$ cat src/rtl/xorgate.sv
// ----------------------------------------------------------------------------
// xorgate
//
// Three-input XOR (odd-parity) leaf cell with a small clocked observation path.
//
// The parity result y is purely combinational from a, b, c and is valid with
// the clock stopped. Alongside it, three registered observers watch y:
//   - y_q      : y delayed by one rising edge
//   - acc      : running XOR of every y sampled since the last reset edge
//   - ones_cnt : saturating count of rising edges at which y was 1
//
// There is no handshake and no valid qualifier: every rising edge with rst=0
// samples y, and every rising edge with rst=1 clears the observers and throws
// the sampled y away.
//
// Parameters:
//   CNT_W     width of ones_cnt (must be at least 2)
//
// Ports:
//   clk       in   1      clock, all state changes on the rising edge
//   rst       in   1      synchronous active-high reset
//   a, b, c   in   1      parity operands
//   y         out  1      a ^ b ^ c, combinational, unaffected by clk/rst
//   y_q       out  1      y registered one edge later
//   acc       out  1      running parity of sampled y values
//   ones_cnt  out  CNT_W  saturating count of edges with y=1
// ----------------------------------------------------------------------------
module xorgate #(
  parameter int CNT_W = 8
) (
  input  logic             clk,
  input  logic             rst,
  input  logic             a,
  input  logic             b,
  input  logic             c,
  output logic             y,
  output logic             y_q,
  output logic             acc,
  output logic [CNT_W-1:0] ones_cnt
);

  logic             w_y;
  logic             w_cnt_sat;
  logic             r_y_q;
  logic             r_acc;
  logic [CNT_W-1:0] r_ones_cnt;

  // No sanitising of X/Z: an unknown operand shows up as an unknown y.
  assign w_y = a ^ b ^ c;

  // All-ones is the ceiling; the counter holds there instead of wrapping.
  assign w_cnt_sat = &r_ones_cnt;

  always_ff @(posedge clk) begin
    if (rst) begin
      // The reset edge wins over the sample taken on the same edge.
      r_y_q      <= 1'b0;
      r_acc      <= 1'b0;
      r_ones_cnt <= '0;
    end else begin
      r_y_q <= w_y;
      r_acc <= r_acc ^ w_y;
      if (w_y && !w_cnt_sat) begin
        r_ones_cnt <= r_ones_cnt + CNT_W'(1);
      end
    end
  end

  assign y        = w_y;
  assign y_q      = r_y_q;
  assign acc      = r_acc;
  assign ones_cnt = r_ones_cnt;

endmodule

$ cat config.mk
export PLATFORM = sky130hd
export DESIGN_NAME = xorgate
export DESIGN_NICKNAME = d
export VERILOG_FILES = /design/src/rtl/xorgate.sv
export SDC_FILE = /design/constraint.sdc
export NUM_CORES = 1
export LEC_CHECK = 0
export BUFFER_PORTS_ARGS = -buffer_cell sky130_fd_sc_hd__buf_2
export CORE_AREA = 8 8 45 47
export CTS_CLUSTER_DIAMETER = 100
export DETAILED_ROUTE_END_ITERATION = 8
export DIE_AREA = 0 0 53 55
export PLACE_DENSITY = 0.76
export SETUP_SLACK_MARGIN = 0.15
export SLEW_MARGIN = 20
export SYNTH_ARGS = -nofsm -noshare
export SYNTH_HDL_FRONTEND = slang
export SYNTH_SLANG_ARGS = --single-unit
$ cat constraint.sdc
create_clock -name clk -period 2 [get_ports clk]
set_input_delay 0.3 -clock clk [delete_from_list [all_inputs] [get_ports clk]]
set_output_delay 0.3 -clock clk [all_outputs]
set_load 0.005 [all_outputs]
== Word-level counts from Yosys, hierarchy flattened ==
Index checks and enable logic that the tools add are counted.

* Bits in registers: 10
* Bits of input ports: 5
* Output and inout port bits: 11
* Word-level logic and storage cells: 10

* Add/sub/neg operators: 1
* Bitwise logic cells: 3
* Reduce and logical (&&, ||, !) cells: 3

{| class="wikitable"
|+ Operators by type and width
! cell !! number
|-
| 8-bit by 1-bit adder with 8-bit output, second input constant || 1
|-
| 8-bit AND reduction || 1
|-
| 1-bit XOR || 3
|-
| 1-bit logical AND || 1
|-
| 1-bit logical NOT || 1
|}

== Longest topological paths before layout ==
Gate-level depths: netlist of the first run.

* Word-level depth: 3
* Gate-level depth with buffers: 4
* Mapped depth without buffers: 4

== Worst setup path after synthesis of the first run ==
Ideal clock, no wire load.

* Kind: reg-to-reg
* From: reg r_ones_cnt[0], in the netlist ones_cnt[0]
* To: reg r_ones_cnt[7], in the netlist ones_cnt[7]
* Setup time: 0.116 ns
* Arrival time: 1.515 ns
* Required time: 1.884 ns
* Setup slack: 0.369 ns
* Cell stages (with the launch flop): 5
* Path buffers: 0
* Period minus slack after synthesis: 1.631 ns
* Cells stage by stage: dfxtp_1 ha_1 and4_1 or4b_1 o211a_1

* Longest elaborated chain between the ends: 3
* Elaborated cells on any way between the ends: 4
* Classes of those cells: add/sub: 1; reduce/logical: 3

{| class="wikitable"
|+ RTL lines
! item !! line !! source
|-
| start: declaration || 46 || <nowiki>logic [CNT_W-1:0] r_ones_cnt;</nowiki>
|-
| start signal: assignment || 64 || <nowiki>r_ones_cnt <= r_ones_cnt + CNT_W'(1);</nowiki>
|-
| branches (longest 3 deep; another with 8-bit by 1-bit adder with 8-bit output) || - ||
|}

Parallel ways; which one is timed is not known.
A chain may end at the register's enable or synchronous reset.

== Worst setup path in the final report of the first run ==
Same ends and word-level chain as after synthesis.

==> impl_results.md, run 1 <==
- Initial core utilization: 0.3870
- Final Non-Filler Cells: 88
- CTS Hold Bufs: 0
- Final Cycle Share: 0.8688
- Worst EP required: 2.16 ns
- Drt via density: 5.307
- Slowest stage delay, CP: 0.49 ns
- Synth cell types: 28
- Std-Cell Rows: 14
- Register Area: 200.2 sq um
- RSZ-0062 raised after global routing: no
- Power per cell area: 686.9 mW/mm^2
- RD Place Congestion: 0.7467
- Cell taking the most area after synthesis: dfxtp_1
- Final Instance Area: 649.4 sq um
- Hold_ws: 0.3590 ns
- Synth top area share: 0.3738
- Leakage: 0.2999 nW
- Syn avg cell area: 9.737 sq um
- Die Span Y: 55 um
- Post-CTS Resized: 0
- Htree depth: 1
- Gr usage total: 0.09031
- Post-synthesis sequential area ratio: 0.3738
- Syn Inst Count: 55
- MaxCap Viol Count: 0
- Hold Path Class: in -> reg
- CP Max Fanout: 6
- Synthesized Nets: 61
- Cell Area, Synth: 535.5 sq um
- Final HPWL DP: 895.8 um
- Area taken by multi-input logic gates: 320.3 sq um
- Die Span X: 53 um
- Top post-synthesis cells by area: dfxtp_1, mux2_2, nor2b_1, a2111oi_4, nor2_1
- Clock Tree Buf Depth: 2
- Root Buffer: clkbuf_4
- Status: finished clean
- Actual slew at the worst max-slew pin: 0.2637 ns
- Clk_skew: 0.001510 ns
- Average wire per standard cell: 13.30 um
- Largest net degree at the start of global routing: 14
- Max_slew headroom: 0.8217
- Share of layout cells above drive strength 1: 0.3333
- Total routed wirelength: 1170 um
- Final setup violation count: 0
- #FFs+latches synth: 10
- CP Class: reg -> reg
- Crit-path cells: ha_1 > and4_1 > or4b_1 > o211a_1
- Global-route wire length before repair: 1904 um
- Initial DRC count: 6
- Drt pass-1 iters: 4
- Vias in the first global route: 429
- Crit. End Element: register
- Gr ovfl total: 0
- CP arrival: 1.90 ns
- Synthesis-to-finish area growth: 21.26%
- Worst-skew pair later-pin latency: 0.26 ns
- N_diodes: 0
- Initial antenna violation count: 0
- Nets@finish: 80
- CTS Buf Count: 3
- Slowest cell on crit path: or4b_1
- Synthesis warning total: 0
- Minimum clock period: 1.738 ns
- VDD IR max: 0.0003257 V
- Reg clk slew, reported paths: 0.06 ns
- CP Launch Type: register
- Final core occ: 0.4693
- # IOs: 16
- # fillers: 133
- Dpl cells: 85
- Worst setup margin: 0.2624 ns
- Placed cell areas: 626.9 sq um
- Routed vias: 467
- Hold Fails Final Rpt: 0
- Setup Buffers After CTS: 0
- Routed Antenna Nets: 0
- Sink Count: 10
- Total power: 0.4461 mW
- CTS tree: done
- CORE AREA: 0.001384 sq mm
- Slew Viols, Final: 0
- IO buf count: 15
- Setup WS pre-CTS: 0.2782 ns
- Setup tns final: 0 ns
- Fmax achieved: 575.5 MHz
- Die area: 0.002915 sq mm
- # DRC: 0
-- cell type report --
cell class              count  share of cell area
inverters                   3             0.01734
clock buffers               3             0.03468
multi-input cells          41              0.4933
flip-flops and latches     10              0.3083
well taps                  16             0.03083
repair buffers             15              0.1156
-- synthesized netlist by cell type (all sizes together) --
| master | n |
|---|---|
| a2111oi | 1 |
| mux2 | 4 |
| a211oi | 1 |
| nor4b | 1 |
| nor2b | 5 |
| a21oi | 1 |
| nand2 | 4 |
| o211a | 1 |
| o41ai | 1 |
| ha | 1 |
| nor3 | 1 |
| and4 | 1 |
| and3 | 1 |
| clkbuf | 1 |
| o311a | 1 |
| or4b | 1 |
| dfxtp | 10 |
| xnor2 | 1 |
| inv | 3 |
| a41oi | 1 |
| xnor3 | 1 |
| a31oi | 1 |
| nand3 | 3 |
| nor2 | 7 |
| a41o | 1 |
| mux2i | 1 |
-- registers in the layout, indices dropped and copies added, names as in the netlist --
register  cells
acc           1
ones_cnt      8
y_q           1
-- layer usage --
metal	share of wire	up-vias	global-route usage
met1	0.42	210	0.09618
met2	0.47	14	0.1445
li1	-	238	-
met3	0.064	5	0.01070
met5	0	-	0
met4	0.044	0	0.1034
-- placed cells by master, fill, tap and decap left out, types with 2 or more instances in the layout --
cell type,instances
nor2b_1,5
dfxtp_1,10
nand3_1,3
nor2_1,7
nand2_1,4
mux2_2,3
buf_2,15
clkbuf_4,3
inv_1,2
-- power breakdown --
group	switching (mW)	internal, mW
Sequential	0.0127	0.214
Combinational	0.0446	0.0410
Clock	0.0650	0.0694
-- kinds of logic (layout without fill, tap and decap cells) --
kind of cell	Yosys count	after routing	share of synthesized area
muxes	5	5	0.1028
buffers and inverters	4	21	0.02803
DFF	10	10	0.3738
AOI/OAI and AO/OA	9	9	0.1753
xor gates and xnor gates	2	2	0.06075
adders and majority gates	1	1	0.02336
and+or+nand+nor	24	24	0.2360
-- path summary, 6_finish.rpt --
| kind | from | endpoint | slack (ns) | cells past startpoint |
|---|---|---|---|---|
| worst min-delay path | rst | y_q$_SDFF_PP0_ | 0.36 | 2 |
| worst min register to register | acc$_SDFF_PP0_ | acc$_SDFF_PP0_ | 0.52 | 2 |
| worst max-delay path | ones_cnt[0]$_SDFFE_PP0P_ | ones_cnt[7]$_SDFFE_PP0P_ | 0.26 | 4 |
| worst max register to register | ones_cnt[0]$_SDFFE_PP0P_ | ones_cnt[7]$_SDFFE_PP0P_ | 0.26 | 4 |
-- worst max-delay path: cells and delay by family, from the launching register on --
kind,cells,cell delay [ns]
and+or+nand+nor,2,0.77
AOI/OAI and AO/OA,1,0.21
adders and majority gates,1,0.30
DFF,1,0.35
Power figures use the tool's default switching activity.
==> run 2, diff against run 1 <==
--- a/config.mk
+++ b/config.mk
@@ -5,12 +5,13 @@
 export SDC_FILE = /design/constraint.sdc
 export NUM_CORES = 1
 export LEC_CHECK = 0
+export ABC_AREA = 1
 export BUFFER_PORTS_ARGS = -buffer_cell sky130_fd_sc_hd__buf_2
-export CORE_AREA = 8 8 45 47
+export CORE_MARGIN = 8
+export CORE_UTILIZATION = 45
 export CTS_CLUSTER_DIAMETER = 100
 export DETAILED_ROUTE_END_ITERATION = 8
-export DIE_AREA = 0 0 53 55
-export PLACE_DENSITY = 0.76
+export PLACE_DENSITY = 0.8
 export SETUP_SLACK_MARGIN = 0.15
 export SLEW_MARGIN = 20
 export SYNTH_ARGS = -nofsm -noshare
==> constraint.sdc (replaced) <==
create_clock -name clk -period 2 [get_ports clk]
set_input_delay 0.4 -clock clk [delete_from_list [all_inputs] [get_ports clk]]
set_output_delay 0.4 -clock clk [all_outputs]
set_load 0.005 [all_outputs]
==> run 2 against run 1 <==
  * Die area increased by 1.2%
  * Cell area up 18%
  * Sequential share of layout area is 4.7 points lower
  * Synthesized area up 23%
  * Critical path depth rose by 3
  * Critical path type is now in -> out
  * Largest power group unchanged
  * Highest routed layer unchanged
==> impl_results.md, run 2 <==
- Sink Count: 10 (unchanged)
- Die Span Y: 54.32 um (-1.2%)
- Most common cell after layout, fill and taps aside: nand2_1
- Nets@finish: 133 (+66%)
- Synth cell types: 17 (-39%)
- Top post-synthesis cells by area: dfxtp_1, nand2_1, inv_1, nor2_1, nand3_1
- Average wire per standard cell: 10.13 um (-24%)
- Hold_ws: 0.2913 ns (-0.06776 ns)
- Register Area: 200.2 sq um (unchanged)
- Synthesized Nets: 114 (+87%)
- Slowest stage delay, CP: 0.14 ns (-0.35 ns)
- Crit-path cells: buf_2 > inv_1 > nand2_2 > nand2_1 > nand2_2 > nand2_4 > buf_2
- Synthesis-to-finish area growth: 16.10%
- Reg2reg start: ones_cnt[1]$_SDFFE_PP0P_
- Worst EP required: 1.60 ns (-0.56 ns)
- Placed cell areas: 744.5 sq um (+19%)
- Minimum clock period: 1.447 ns (-0.2909 ns)
- Routed Antenna Nets: 0 (unchanged)
- MaxCap Viol Count: 0 (unchanged)
- Initial DRC count: 20 (+14)
- Synthesis warning total: 0 (unchanged)
- Final Cycle Share: 0.7234 (-0.1454)
- Root Buffer: clkbuf_4
- Die area: 0.002950 sq mm (+1.2%)
- Drt via density: 4.738 (-11%)
- Number of flip-flops in the largest register: 8 (unchanged)
- CTS Buf Count: 3 (unchanged)
- HP Start: rst
- Share of layout cells above drive strength 1: 0.2240 (-0.1093)
- Setup tns final: 0 ns (unchanged)
- Clock Tree Buf Depth: 2 (unchanged)
- N_diodes: 0 (unchanged)
- Slew Viols, Final: 0 (unchanged)
- Max_slew headroom: 0.8430 (+0.02125)
- CTS Hold Bufs: 0 (unchanged)
- Final Instance Area: 767.0 sq um (+18%)
- Slowest cell on crit path: nand2_4
- Power per cell area: 634.8 mW/mm^2 (-7.6%)
- Die Span X: 54.32 um (+2.5%)
- Final setup violation count: 0 (unchanged)
- Final HPWL DP: 1120 um (+25%)
- Syn avg cell area: 6.117 sq um (-37%)
- CP arrival: 1.05 ns (-0.85 ns)
- # IOs: 16 (unchanged)
- Drt pass-1 iters: 4 (unchanged)
- Synth top area share: 0.3030 (-0.07080)
- Reg2Reg Capture Point: ones_cnt[0]$_SDFFE_PP0P_
- Status: finished clean
- RD Place Congestion: 0.8089 (+8.3%)
- Gr ovfl total: 0 (unchanged)
- VDD IR max: 0.0002952 V (-9.3%)
- #FFs+latches synth: 10 (unchanged)
- Initial core utilization: 0.4599 (+0.07295)
- Clk_skew: 0.005740 ns (+0.004230 ns)
- Worst setup margin: 0.5533 ns (+0.2909 ns)
- Total routed wirelength: 1428 um (+22%)
- RSZ-0062 raised after global routing: no
- Post-CTS Resized: 0 (unchanged)
- Vias in the first global route: 647 (+51%)
- Setup WS pre-CTS: 0.5755 ns (+0.2973 ns)
- IO buf count: 15 (unchanged)
- Routed vias: 668 (+43%)
- Commonest cells in the netlist: nand2_1, inv_1, nor2_1
- Top FF cell, synth: dfxtp_1
- # fillers: 151 (+14%)
- Setup Buffers After CTS: 0 (unchanged)
- R2r setup slk: 0.66 ns (+0.40 ns)
- Fmax achieved: 691.2 MHz (+20%)
- WP buf/inv: 3 (+3)
- CP Class: in -> out
- Largest net degree at the start of global routing: 14 (unchanged)
- Worst-skew pair later-pin latency: 0.27 ns (about the same)
- CORE AREA: 0.001436 sq mm (+3.8%)
- Area taken by multi-input logic gates: 351.6 sq um (+9.8%)
- Final core occ: 0.5340 (+0.06471)
- Actual slew at the worst max-slew pin: 0.2341 ns (-0.02960 ns)
- Cell taking the most area after synthesis: dfxtp_1
- Hold Path Class: in -> reg
- Post-synthesis sequential area ratio: 0.3030 (-0.07080)
- Global-route wire length before repair: 2649 um (+39%)
- Leakage: 0.4577 nW (+53%)
- CP Max Fanout: 13 (+7)
- Critical path's top delay family: simple AND/OR/NAND/NOR gates
- Htree depth: 1 (unchanged)
- Reg clk slew, reported paths: 0.07 ns (about the same)
- # DRC: 0 (unchanged)
- R2R depth: 8 (+4)
- Syn Inst Count: 108 (+96%)
- Post-synth EDFFs: 0 (unchanged)
- Initial antenna violation count: 0 (unchanged)
- Std-Cell Rows: 14 (unchanged)
- Hold path depth: 2 (unchanged)
- Gr usage total: 0.1232 (+0.03285)
- Crit. End Element: output pin
- Most frequent cells in the layout: nand2_1, inv_1, buf_2
- Hold Fails Final Rpt: 0 (unchanged)
- Hold EP: ones_cnt[3]$_SDFFE_PP0P_
- Cell Area, Synth: 660.6 sq um (+23%)
- Most frequent cell after synthesis: nand2_1
- CTS tree: done
- CP Launch Type: primary input
- Post-synth ARST share: 0 (unchanged)
## run 2: changes by cell type after synthesis, moves of 2 or more
cell / delta
nand2_4: +2
inv_1: +23
mux2_2: -3
nand2_1: +27
nand4_1: +2
nand3_1: +6
o21ai_0: +3
nor2b_1: -5
nand2_2: +4
nor2_1: +7
## run 2: cell type report
class / count / area share
Clock buffer: 3 / 0.02936
Inverter: 26 / 0.1272
Multi-Input combinational cell: 71 / 0.4584
Sequential cell: 10 / 0.2610
Tap cell: 16 / 0.02610
Timing Repair Buffer: 15 / 0.09788
## run 2: cell families after synthesis
| group | count (synthesis) | synth area share |
|---|---|---|
| AO/OA/AOI/OAI | 4 | 0.03029 |
| flip-flops | 10 | 0.3030 |
| adder cells (fa/ha/maj) | 1 | 0.01894 |
| AND/OR/NAND/NOR | 66 | 0.4829 |
| buffers and inverters | 27 | 0.1648 |
## run 2: routing by layer
layer  vias to the layer above  part of all wire  GRT usage
met5                         -                 0          0
li1                        353                 -          -
met3                         4             0.047    0.03261
met2                        16              0.49     0.2004
met4                         0             0.016    0.09016
met1                       295              0.45     0.1349
## run 2: per-stage QoR
step	power (mW)	instances
5_1_grt	0.5310	141
6_report	0.4869	141
3_5_place_dp	0.3520	138
2_1_floorplan	0.3168	108
4_1_cts	0.4891	141
3_3_place_gp	0.3479	138
## run 2: worst max-delay path by stage
stage	from	end	slack, ns	cells past startpoint
after floorplan	a	y	0.78	6
after global routing	ones_cnt[1]$_SDFFE_PP0P_	ones_cnt[0]$_SDFFE_PP0P_	0.49	8
after CTS	a	y	0.55	7
after global placement	a	y	0.59	7
final	a	y	0.55	7
after detailed placement	a	y	0.58	7
## run 2: power breakdown
part / internal [mW] / leakage [nW] / switching (mW) / total [mW]
Clock: 0.0696 / 0.0138 / 0.0703 / 0.140
Sequential: 0.216 / 0.0825 / 0.0193 / 0.236
Combinational: 0.0443 / 0.361 / 0.0669 / 0.111
Total: 0.330 / 0.458 / 0.157 / 0.487
==> run 3, diff against run 2 <==
--- a/config.mk
+++ b/config.mk
@@ -11,7 +11,7 @@
 export CORE_UTILIZATION = 45
 export CTS_CLUSTER_DIAMETER = 100
 export DETAILED_ROUTE_END_ITERATION = 8
-export PLACE_DENSITY = 0.8
+export PLACE_DENSITY = 0.83
 export SETUP_SLACK_MARGIN = 0.15
 export SLEW_MARGIN = 20
 export SYNTH_ARGS = -nofsm -noshare
==> constraint.sdc (replaced) <==
create_clock -name clk -period 1.2 [get_ports clk]
set_input_delay 0.24 -clock clk [delete_from_list [all_inputs] [get_ports clk]]
set_output_delay 0.24 -clock clk [all_outputs]
set_load 0.005 [all_outputs]
==> run 3 against run 2 <==
  * Register-to-register slack worse by 0.63 ns
  * Largest cell class unchanged
  * Die area unchanged
  * Core utilization increased by 6.3 points
  * Worst hold slack worse by 0.17 ns
==> impl_results.md, run 3 (same netlist as run 2, synthesis figures left out) <==
- Status: finished clean
- Htree depth: 1 (unchanged)
- Hold Fails Final Rpt: 0 (unchanged)
- Worst EP required: 1.37 ns (-0.23 ns)
- Synthesis-to-finish area growth: 29.73%
- Hold path depth: 2 (unchanged)
- Vias in the first global route: 647 (unchanged)
- Crit. End Element: register
- RSZ-0062 raised after global routing: yes
- MaxCap Viol Count: 0 (unchanged)
- Routed vias: 702 (+5.1%)
- Routed Antenna Nets: 0 (unchanged)
- Final HPWL DP: 1170 um (+4.4%)
- IO buf count: 15 (unchanged)
- CORE AREA: 0.001436 sq mm (unchanged)
- Combinational share of power: 0.264 (+0.036)
- Most frequent cells in the layout: nand2_1, inv_1, buf_2
- Total power: 0.8853 mW (+82%)
- Crit-path most repeated cell: nand2_4
- RD Place Congestion: 0.8313 (+2.8%)
- Slowest cell on crit path: dfxtp_4
- Sink Count: 10 (unchanged)
- Hold EP: ones_cnt[3]$_SDFFE_PP0P_
- Drt via density: 4.841 (+2.2%)
- Drt pass-1 iters: 4 (unchanged)
- Final setup violation count: 0 (unchanged)
- CP arrival: 1.34 ns (+0.29 ns)
- Actual slew at the worst max-slew pin: 0.2639 ns (+0.02980 ns)
- Max_slew headroom: 0.8230 (-0.01999)
- # IOs: 16 (unchanged)
- WL met1: 706 um (+11%)
- CP Max Fanout: 6 (-7)
- Routed wl met2: 753 um (+7.7%)
- Most common cell after layout, fill and taps aside: nand2_1
- Slowest stage delay, CP: 0.37 ns (+0.23 ns)
- R2r setup slk: 0.03 ns (-0.63 ns)
- Reg2Reg Capture Point: ones_cnt[4]$_SDFFE_PP0P_
- Share of layout cells above drive strength 1: 0.3876 (+0.1636)
- Power per cell area: 1033 mW/mm^2 (+63%)
- Initial core utilization: 0.4599 (unchanged)
- CTS tree: done
- Clk_skew: 0.006209 ns (+0.0004690 ns)
- Nets@finish: 136 (+2.3%)
- Worst-skew pair later-pin latency: 0.28 ns (about the same)
- # fillers: 128 (-15%)
- CTS Buf Count: 3 (unchanged)
- Die area: 0.002950 sq mm (unchanged)
- Hold Path Class: in -> reg
- Slew Viols, Final: 0 (unchanged)
- Average wire per standard cell: 11.23 um (+11%)
- P_sw: 0.2943 mW (+88%)
- Internal power: 0.5910 mW (+79%)
- # DRC: 0 (unchanged)
- Met3 WL post-DR: 87 um (+30%)
- Minimum clock period: 1.171 ns
- Number of flip-flops in the largest register: 8 (unchanged)
- Total routed wirelength: 1628 um (+14%)
- Clock power share: 0.289 (+0.002)
- N_diodes: 0 (unchanged)
- VDD IR max: 0.0004798 V (+62%)
- Crit path from: ones_cnt[0]$_SDFFE_PP0P_
- Top layer in use: met4
- Die Span Y: 54.32 um (unchanged)
- Reg2reg start: ones_cnt[0]$_SDFFE_PP0P_
- CP Launch Type: register
- Crit-path cells: ha_4 > nand2_4 > nor2_4 > nand3_4 > nand2_4 > nand2_2 > inv_2 > nor2_1
- Clock Tree Buf Depth: 2 (unchanged)
- Largest net degree at the start of global routing: 13 (-1)
- Leakage: 0.4869 nW (+6.4%)
- CP Class: reg -> reg
- Initial DRC count: 17 (-15%)
- Std-Cell Rows: 14 (unchanged)
- Die Span X: 54.32 um (unchanged)
- Sw Share: 0.3324 (+0.01097)
- Hold_ws: 0.1184 ns (-0.1728 ns)
- Global-route wire length before repair: 2628 um (-0.79%)
- Initial antenna violation count: 0 (unchanged)
- Reg power frac: 0.447 (-0.037)
- Final Cycle Share: 0.9761
- Root Buffer: clkbuf_4
- R2R depth: 8 (unchanged)
- Gr usage total: 0.1221 (-0.001023)
- HP Start: rst
- Reg clk slew, reported paths: 0.07 ns (about the same)
- Gr ovfl total: 0 (unchanged)
- Fmax achieved: 853.8 MHz
## run 3: routing by layer
metal,up-vias,global-route usage
li1,361,-
met1,306,0.1382
met2,28,0.1947
met3,7,0.01902
met4,0,0.1066
met5,-,0
## run 3: power by group through the flow
stage               Clock (mW)  Sequential [mW]  Combinational, mW
floorplan                    0            0.404              0.134
global placement             0            0.402              0.197
detailed placement           0            0.404              0.203
CTS                      0.264            0.396              0.219
global route             0.277            0.400              0.261
finish                   0.256            0.396              0.234
## run 3: worst max path at each step
| stage | to | slack, ns | depth (start not counted) |
|---|---|---|---|
| finish | ones_cnt[4]$_SDFFE_PP0P_ | 0.03 | 8 |
| global route | ones_cnt[4]$_SDFFE_PP0P_ | -0.04 | 8 |
| CTS | ones_cnt[4]$_SDFFE_PP0P_ | 0.04 | 8 |
| detailed placement | ones_cnt[4]$_SDFFE_PP0P_ | -0.001 | 8 |
| global placement | ones_cnt[1]$_SDFFE_PP0P_ | 0.06 | 8 |
| floorplan | ones_cnt[0]$_SDFFE_PP0P_ | 0.08 | 8 |
## run 3: cell type report
class | instances | area (sq um) | share of cell area
Timing Repair Buffer | 18 | 103.9 | 0.1212
Multi-Input combinational cell | 71 | 391.6 | 0.4569
Sequential cell | 10 | 217.7 | 0.2540
Inverter | 26 | 97.59 | 0.1139
Clock buffer | 4 | 26.28 | 0.03066
Tap cell | 16 | 20.02 | 0.02336
## run 3: through the flow
stage | std cells | TNS [ns] | utilization | setup WS (ns) | cell area, sq um
2_1_floorplan | 108 | 0 | - | 0.08326 | 685.7
3_3_place_gp | 139 | 0 | 0.5409 | 0.05735 | 777.0
3_5_place_dp | 139 | -0.001179 | 0.5409 | -0.001179 | 777.0
4_1_cts | 145 | 0 | 0.5749 | 0.03883 | 825.8
5_1_grt | 145 | -0.1185 | 0.5967 | -0.04424 | 857.1
6_report | 145 | 0 | 0.5967 | 0.02871 | 857.1
## run 3: repair_timing
item                       CTS  global route
setup endpoints to repair   15            13
pin swaps                    4             5
gates resized for setup      5            14
setup buffers                2             0
hold buffers                 0             0
## run 3: worst max-delay path, delay by kind of cell, from the launching register on
kind,cells,cell delay (ns)
simple gates,6,0.51
flops,1,0.37
fa+ha+maj,1,0.14
buf+inv,1,0.04
